## config.mk

```make
export PLATFORM = sky130hd
export DESIGN_NAME = memory_stage
export DESIGN_NICKNAME = d
export VERILOG_FILES = /design/src/rtl/mem_stage_pkg.sv /design/src/rtl/data_mem.sv /design/src/rtl/memory_stage.sv
export SDC_FILE = /design/constraint.sdc
export NUM_CORES = 2
export LEC_CHECK = 0
export BUFFER_PORTS_ARGS = -buffer_cell sky130_fd_sc_hd__buf_2
export CAP_MARGIN = 20
export CORE_ASPECT_RATIO = 0.5
export CORE_MARGIN = 3
export CORE_UTILIZATION = 55
export CTS_CLUSTER_DIAMETER = 40
export DETAILED_ROUTE_END_ITERATION = 8
export PLACE_DENSITY = 0.77
export SYNTH_ARGS = -nofsm -noshare
export SYNTH_HDL_FRONTEND = slang
export SYNTH_SLANG_ARGS = --single-unit
```

## constraint.sdc

```tcl
create_clock -name clk -period 3.8 [get_ports clk]
set_clock_uncertainty 0.05 [all_clocks]
set_input_delay 0.95 -clock clk [delete_from_list [all_inputs] [get_ports clk]]
set_output_delay 0.95 -clock clk [all_outputs]
set_load 0.005 [all_outputs]
```

## src/rtl/mem_stage_pkg.sv

```systemverilog
// Shared types and constants for the MEM pipeline stage.
//   mem_state_t : access sequencer state (IDLE / BUSY)
//   exmem_t     : EX/MEM pipeline register payload
//   memwb_t     : MEM/WB pipeline register payload
package mem_stage_pkg;

    localparam int unsigned DATA_W      = 32;
    localparam int unsigned REG_W       = 5;
    localparam int unsigned CNT_W       = 4;
    localparam int unsigned MEM_LAT_MAX = 15;

    typedef enum logic {
        IDLE = 1'b0,
        BUSY = 1'b1
    } mem_state_t;

    typedef struct packed {
        logic              regwrite;
        logic              memtoreg;
        logic              memwrite;
        logic [DATA_W-1:0] aluout;
        logic [DATA_W-1:0] writedata;
        logic [REG_W-1:0]  writereg;
    } exmem_t;

    typedef struct packed {
        logic              regwrite;
        logic              memtoreg;
        logic [DATA_W-1:0] readdata;
        logic [DATA_W-1:0] aluout;
        logic [REG_W-1:0]  writereg;
    } memwb_t;

endpackage

```

## src/rtl/data_mem.sv

```systemverilog
// Word-addressed data memory: combinational read, write on the rising edge.
// Contents are never reset.
//   clk     : rising-edge clock
//   we      : write enable
//   addr    : word index
//   wdata   : write data
//   rdata_c : combinational read data at addr
module data_mem
    import mem_stage_pkg::*;
#(
    parameter int unsigned DEPTH = 64,
    parameter int unsigned AW    = $clog2(DEPTH)
) (
    input  logic              clk,
    input  logic              we,
    input  logic [AW-1:0]     addr,
    input  logic [DATA_W-1:0] wdata,
    output logic [DATA_W-1:0] rdata_c
);

    logic [DATA_W-1:0] mem_q [DEPTH];

    // Storage array write port
    always_ff @(posedge clk) begin
        if (we) begin
            mem_q[addr] <= wdata;
        end
    end

    assign rdata_c = mem_q[addr];

endmodule

```

## src/rtl/memory_stage.sv

```systemverilog
// MEM stage of the 5-stage MIPS pipeline: EX/MEM register, multi-cycle data
// memory access sequencer, and MEM/WB register feeding writeback.
//   clk, clr                          : clock, synchronous active-high reset
//   regwriteE..writeregE              : instruction arriving from execute
//   regwriteM, writeregM, aluoutM     : EX/MEM view for forwarding/hazards
//   stallM                            : hold upstream stages and PC
//   misalignM                         : MEM instruction is a misaligned load/store
//   regwriteW..writeregW              : registered results to writeback
module memory_stage
    import mem_stage_pkg::*;
#(
    parameter int unsigned DEPTH   = 64,
    parameter int unsigned MEM_LAT = 2
) (
    input  logic              clk,
    input  logic              clr,
    input  logic              regwriteE,
    input  logic              memtoregE,
    input  logic              memwriteE,
    input  logic [DATA_W-1:0] aluoutE,
    input  logic [DATA_W-1:0] writedataE,
    input  logic [REG_W-1:0]  writeregE,
    output logic              regwriteM,
    output logic [REG_W-1:0]  writeregM,
    output logic [DATA_W-1:0] aluoutM,
    output logic              stallM,
    output logic              misalignM,
    output logic              regwriteW,
    output logic              memtoregW,
    output logic [DATA_W-1:0] readdataW,
    output logic [DATA_W-1:0] aluoutW,
    output logic [REG_W-1:0]  writeregW
);

    localparam int unsigned AW = $clog2(DEPTH);
    // First BUSY count; only meaningful when MEM_LAT > 1.
    localparam logic [CNT_W-1:0] CNT_INIT = (MEM_LAT > 1) ? CNT_W'(MEM_LAT - 2) : '0;

    // Elaboration-time parameter checks
    if ((MEM_LAT < 1) || (MEM_LAT > MEM_LAT_MAX)) begin : g_bad_mem_lat
        $error("memory_stage: MEM_LAT=%0d outside 1..%0d", MEM_LAT, MEM_LAT_MAX);
    end
    if ((DEPTH < 2) || ((DEPTH & (DEPTH - 1)) != 0)) begin : g_bad_depth
        $error("memory_stage: DEPTH=%0d is not a power of 2", DEPTH);
    end

    exmem_t            exmem_q, exmem_d;
    memwb_t            memwb_q, memwb_d;
    mem_state_t        state_q, state_d;
    logic [CNT_W-1:0]  cnt_q, cnt_d;

    logic              mem_op;
    logic              misalign;
    logic              access;
    logic              complete;
    logic              stall;
    logic              mem_we;
    logic [AW-1:0]     word_idx;
    logic [DATA_W-1:0] rdata;

    // Access sequencer: classifies the MEM instruction and counts out latency
    always_comb begin
        state_d  = state_q;
        cnt_d    = cnt_q;
        stall    = 1'b0;
        complete = 1'b0;

        mem_op   = exmem_q.memtoreg | exmem_q.memwrite;
        misalign = mem_op & (exmem_q.aluout[1:0] != 2'b00);
        access   = mem_op & ~misalign;
        word_idx = exmem_q.aluout[AW+1:2];

        case (state_q)
            IDLE: begin
                if (access) begin
                    if (MEM_LAT == 1) begin
                        complete = 1'b1;
                    end else begin
                        stall   = 1'b1;
                        state_d = BUSY;
                        cnt_d   = CNT_INIT;
                    end
                end
            end
            BUSY: begin
                if (cnt_q != '0) begin
                    stall = 1'b1;
                    cnt_d = cnt_q - CNT_W'(1);
                end else begin
                    complete = 1'b1;
                    state_d  = IDLE;
                end
            end
            default: begin
                state_d = IDLE;
            end
        endcase

        // clr drops a store that would otherwise complete on this edge
        mem_we = complete & exmem_q.memwrite & ~clr;
    end

    // EX/MEM next value: load from execute unless stalled
    always_comb begin
        exmem_d = exmem_q;
        if (!stall) begin
            exmem_d.regwrite  = regwriteE;
            exmem_d.memtoreg  = memtoregE;
            exmem_d.memwrite  = memwriteE;
            exmem_d.aluout    = aluoutE;
            exmem_d.writedata = writedataE;
            exmem_d.writereg  = writeregE;
        end
    end

    // MEM/WB next value: bubble while stalled so writeback sees each op once
    always_comb begin
        memwb_d = '0;
        if (!stall) begin
            memwb_d.regwrite = exmem_q.regwrite & ~misalign;
            memwb_d.memtoreg = exmem_q.memtoreg;
            memwb_d.readdata = (access & exmem_q.memtoreg) ? rdata : '0;
            memwb_d.aluout   = exmem_q.aluout;
            memwb_d.writereg = exmem_q.writereg;
        end
    end

    // Pipeline and sequencer registers
    always_ff @(posedge clk) begin
        if (clr) begin
            state_q <= IDLE;
            cnt_q   <= '0;
            exmem_q <= '0;
            memwb_q <= '0;
        end else begin
            state_q <= state_d;
            cnt_q   <= cnt_d;
            exmem_q <= exmem_d;
            memwb_q <= memwb_d;
        end
    end

    data_mem #(
        .DEPTH (DEPTH),
        .AW    (AW)
    ) u_data_mem (
        .clk     (clk),
        .we      (mem_we),
        .addr    (word_idx),
        .wdata   (exmem_q.writedata),
        .rdata_c (rdata)
    );

    assign regwriteM = exmem_q.regwrite;
    assign writeregM = exmem_q.writereg;
    assign aluoutM   = exmem_q.aluout;
    assign stallM    = stall;
    assign misalignM = misalign;

    assign regwriteW = memwb_q.regwrite;
    assign memtoregW = memwb_q.memtoreg;
    assign readdataW = memwb_q.readdata;
    assign aluoutW   = memwb_q.aluout;
    assign writeregW = memwb_q.writereg;

endmodule

```

After elaboration in Yosys (flattened, before gate mapping) --
Memories as Yosys holds them, arrays and structs flattened. A register that Yosys moved wholly into a read port is not among the register bits. Index checks and enable logic that the tools add are counted. Widths: inputs -> output; s select.
Word-level totals: RAM bits 2048, bits of input ports 74, memories 1, output and inout port bits 111, logic and storage cells 42, flip-flop bits (word level) 116
Cells by class: $add $sub $neg 1, mux-type cells 10, reductions and logical operators 5, equal/unequal tests 2, bitwise operators 11
Memory list:
- u_data_mem.mem_q | depth 64, bits a word 32, read ports 1, clocked after Yosys merged registers in 1, wr ports 1, RTL line data_mem.sv:21 | logic [DATA_W-1:0] mem_q [DEPTH];
Operator list (count):
- $mux 4 | 2
- $pmux 4 s2 | 1
- $and 1x1->1 | 6
- $mux 1 | 6
- $not 1->1 | 4
- $reduce_bool 4->1 | 1
- $sub 4x1->4 const B | 1
- $reduce_or 3->1 | 1
- $ne 2x1->1 const B | 1
- $ne 2x2->1 const B | 1
- $pmux 1 s2 | 1
- $reduce_and 2->1 | 1
- $reduce_bool 2->1 | 1
- $reduce_or 2->1 | 1
- $or 1x1->1 | 1

Longest topological paths before layout --
depth in word-level cells 7, depth in mapped cells 10, mapped depth without buffers 9

Hierarchy --
A second synthesis with hierarchy kept.
Second synthesis, totals: cells, all modules 4764, area, all modules 83552.6 um^2
Modules (own cells, without submodules):
- data_mem | instances 1, sequential area each 61499.0 um^2, cells an instance 4207, area each 78287.6 um^2
- memory_stage | instances 1, sequential area each 2962.8 um^2, cells an instance 557, area each 5265.0 um^2

Least setup slack after synthesis --
No wires, ideal clock.
path type input to register, from input clr, to memory u_data_mem.mem_q[29][0], enable pin, buffers on the path 0, setup time 0.421 ns, data required time 3.329 ns, stages on the path 4, arrival time 2.896 ns, path slack 0.433 ns, cell sequence nand4b_1 > nor2_1 > nand2_1 > nor2_1
Between the ends: cells in the longest elaborated chain, start to end 4
Ends and longest elaborated chain:
- start, declared | RTL line memory_stage.sv:16 | input logic clr,
- $not 1->1 | RTL line memory_stage.sv:100 | mem_we = complete & exmem_q.memwrite & ~clr;
- $and 1x1->1 | RTL line memory_stage.sv:100
- $mux 1 | RTL line data_mem.sv:25 | if (we) begin
- $mux 1 (implied by the code) | RTL line data_mem.sv:26 | mem_q[addr] <= wdata;
- end, declared | RTL line data_mem.sv:21
Every way passes these cells.

==> impl_metrics.csv <==
group,metric,value,unit
logic_synthesis,synth_fp_nets,4944,
cts,post_cts_resized,0,
logic_synthesis,synth_compound_area_share,8.85,%
logic_synthesis,ys_warn_count,0,
power_and_ir_drop,combPwrFrac,13.8,%
setup_path,critPathKind,"reg2reg",
place,gp_congestion,0.942,
global_route,grt_max_degree,110,
power_and_ir_drop,p_per_area,575,mW/mm^2
logic_synthesis,syn_inst,4869,
routing,top_layer_used,"met5",
cts,numCtsBuffers,184,
timing,timing.final.max_slew_violations,0,
routing,wirelength,220,mm
logic_synthesis,ys_seq_area_share,77.2,%
logic_synthesis,synth_xor_area_share,0.0210,%
cts,cts_hold_buffers,0,
power_and_ir_drop,p_clk_share,34.3,%
logic_synthesis,syn_avg_cell_area,17.1,um^2
timing,period_share,91.5,%
cells_and_area,fillers,9839,
cells_and_area,final_cells,7295,
power_and_ir_drop,cellLeakagePower,0.0307,uW
logic_synthesis,synthAdderAreaFrac,0.0150,%
place,hpwl,134,mm
cts,clkTransAtPathRegs,0.07,ns
hold_path,min_path_cells,2,
die,die_area,0.157,mm^2
place,io_buffer_count,184,
cts,postCtsSetupBuffers,0,
timing,fmax,0.288,GHz
logic_synthesis,synth.distinct_cells,52,
setup_path,r2r_cells,7,
routing,firstDrtPassIters,6,
routing,wl_met3,28.2,mm
timing,setup_violations,0,
global_route,grtUsageTotal,27.8,%
run_status,status,"complete, no violations",
routing,initialDrtViolationCount,6828,
timing,min_period,3.48,ns
die,num_rows,100,
logic_synthesis,synth-async-reset-ratio,0,%
routing,vias,47900,
cts,clock_sinks,2196,
die,die_h,281,um
timing,worst_pin_slew,1.15,ns
power_and_ir_drop,p_switching,14300,uW
routing,viasPerCell,6.57,
setup_path,endpoint_kind,"register",
setup_path,arrival,4.10,ns
logic_synthesis,yosys_register_bits,2196,
global_route,grt_pass1_wl,319,mm
logic_synthesis,netlist_area,0.0834,mm^2
logic_synthesis,synth_top_family_by_area,"multiplexers",
routing,detail-route-antenna-nets,0,
cts,root_buffer,"clkbuf_16",
power_and_ir_drop,seq_power_share,51.9,%
routing,drc_errors,0,
logic_synthesis,synth_top_area_share,73.7,%
cts,clockBufferDepth,3,
die,initial_core_util,55.7,%
power_and_ir_drop,p_sw_share,26.3,%
timing,relSlewSlack,23.3,%
cts,clk_latency,0.82,ns
global_route,grt_pass1_vias,47000,
setup_path,critPathMaxFanout,33,
power_and_ir_drop,total_power,54300,uW
cells_and_area,area_growth_syn_to_layout,13.3,%
power_and_ir_drop,internal_power,40100,uW
cells_and_area,layout-drive-gt1-share,17.5,%
logic_synthesis,synth_ff_type,"edfxtp_1",
flow_run,drv_cap,0,
logic_synthesis,synth-edff-count,2048,
routing,wl_met1,83.0,mm
die,core_area,0.150,mm^2
cts,cts_tree,"done",
timing,rsz0062_at_grt,"false",
routing,met2WireLength,99.6,mm
cells_and_area,finish.net_count,5230,
global_route,antenna_found_initial,7,
routing,wire_per_inst,30.1,um
logic_synthesis,synth_area_leaders,"edfxtp_1 (74%), mux2i_1 (7.8%), dfxtp_1 (3.6%), o22ai_1 (1.7%), a221oi_1 (1.6%)",
cts,htree_levels,4,
setup_path,critPathRequiredTime,4.42,ns
die,die_w,557,um
logic_synthesis,synth.largest_area_cell,"edfxtp_1",
die,io_pins,185,
cells_and_area,final_util,63.1,%
logic_synthesis,yosys.area_share.simple,2.49,%
timing,setup_tns,0,ns
power_and_ir_drop,vdd_drop_max,0.427,mV
timing,final_hold_viol_count,0,
place,place_inst,6950,
setup_path,cp-start-kind,"register",
logic_synthesis,synthMuxAreaShare,8.99,%
global_route,overflow,0,
hold_path,min_path_type,"in2reg",
[metal layers]
| metal | global-route usage, % | up-vias |
|---|---|---|
| met5 | 0 | - |
| met4 | 11.6 | 2 |
| met3 | 7.92 | 434 |
| met2 | 42.1 | 3255 |
| met1 | 38.4 | 24200 |
| li1 | - | 20000 |
[cell type report]
cell class | instances | area [um^2] | share of cell area, %
antenna | 1 | 2.50 | 0.00265
inverter | 4 | 15.0 | 0.0159
sequential | 2196 | 64500 | 68.2
tap | 1989 | 2490 | 2.63
clock buffer | 240 | 4970 | 5.25
clock inverter | 96 | 902 | 0.954
timing repair buffer | 462 | 4190 | 4.43
multi-input combinational | 2307 | 17500 | 18.5
[cell usage after synthesis, types with 41 or more instances]
| cell | instances |
|---|---|
| nand2_1 | 225 |
| o211a_1 | 57 |
| and2_1 | 41 |
| edfxtp_1 | 2048 |
| nor2_1 | 153 |
| a22oi_1 | 119 |
| mux2_2 | 72 |
| o22ai_1 | 222 |
| o21ai_0 | 153 |
| dfxtp_1 | 148 |
| clkbuf_1 | 116 |
| buf_2 | 91 |
| buf_4 | 110 |
| a221oi_1 | 151 |
| a21oi_1 | 208 |
| a31oi_1 | 94 |
| mux2i_1 | 654 |
[logic make-up (layout without fill, tap and decap cells)]
group                      after synthesis  after routing
buffers and inverters                  366            802
AOI/OAI and AO/OA                     1086           1086
DFF                                   2196           2196
other                                    0              1
xor gates and xnor gates                 2              2
muxes                                  733            733
and+or+nand+nor                        485            485
adders and majority gates                1              1
[worst max-delay path, cell delays in order, from the launching register on]
cell and delay [ns]:
dfxtp_4 0.72, or2_4 0.26, buf_4 0.45, nor2_2 0.27
buf_4 0.28, a221oi_1 0.76, o211a_1 0.38, a31oi_1 0.13
[power by group through the flow]
stage	clock, uW	sequential, uW	combinational (uW)
2_1_floorplan	0	28500	4170
3_3_place_gp	0	28900	6820
3_5_place_dp	0	28900	7060
4_1_cts	18800	28400	7110
5_1_grt	19700	28200	7860
6_report	18600	28200	7510
[through the flow]
step	worst slack [ns]	hold slack (ns)	cell area, um^2
final	0.323	0.301	94600
after CTS	0.457	0.262	94400
after global placement	0.317	0.400	88500
after floorplan	0.433	0.395	83400
after global routing	0.242	0.287	94600
after detailed placement	0.348	0.410	88500
[layout by cell type (no fill, tap or decap), types with 31 or more instances in the layout]
cell / instances
a21oi_1: 208
a221o_1: 31
a221oi_1: 151
a22o_1: 34
a22oi_1: 119
a31oi_1: 94
and2_1: 40
buf_12: 93
buf_2: 184
buf_4: 184
clkbuf_1: 44
clkbuf_16: 187
clkinv_1: 39
dfxtp_1: 113
dfxtp_2: 32
edfxtp_1: 2048
mux2_2: 72
mux2i_1: 654
nand2_1: 224
nand3_1: 33
nor2_1: 80
nor2_4: 54
o211a_1: 57
o21ai_0: 153
o22ai_1: 222
[worst paths after layout]
path | startpoint | endpoint | slack (ns)
worst min register to register | exmem_q[26]$_SDFFE_PP0N_ | u_data_mem.mem_q[58][21]$_DFFE_PP_ | 0.42
worst min-delay path | clr | exmem_q[32]$_SDFFE_PP0N_ | 0.30
worst max register to register | aluoutM[3]$_SDFFE_PP0N_ | readdataW[0]$_SDFF_PP0_ | 0.32
worst max-delay path | aluoutM[3]$_SDFFE_PP0N_ | readdataW[0]$_SDFF_PP0_ | 0.32
[state kept, by name, indices dropped and copies added (netlist names), 4 cells and up]
register,cells
readdataW,32
u_data_mem.mem_q,2048
aluoutW,32
writeregW,5
writeregM,5
aluoutM,32
exmem_q,34
cnt_q,4
(Power assumes the default switching activity.)
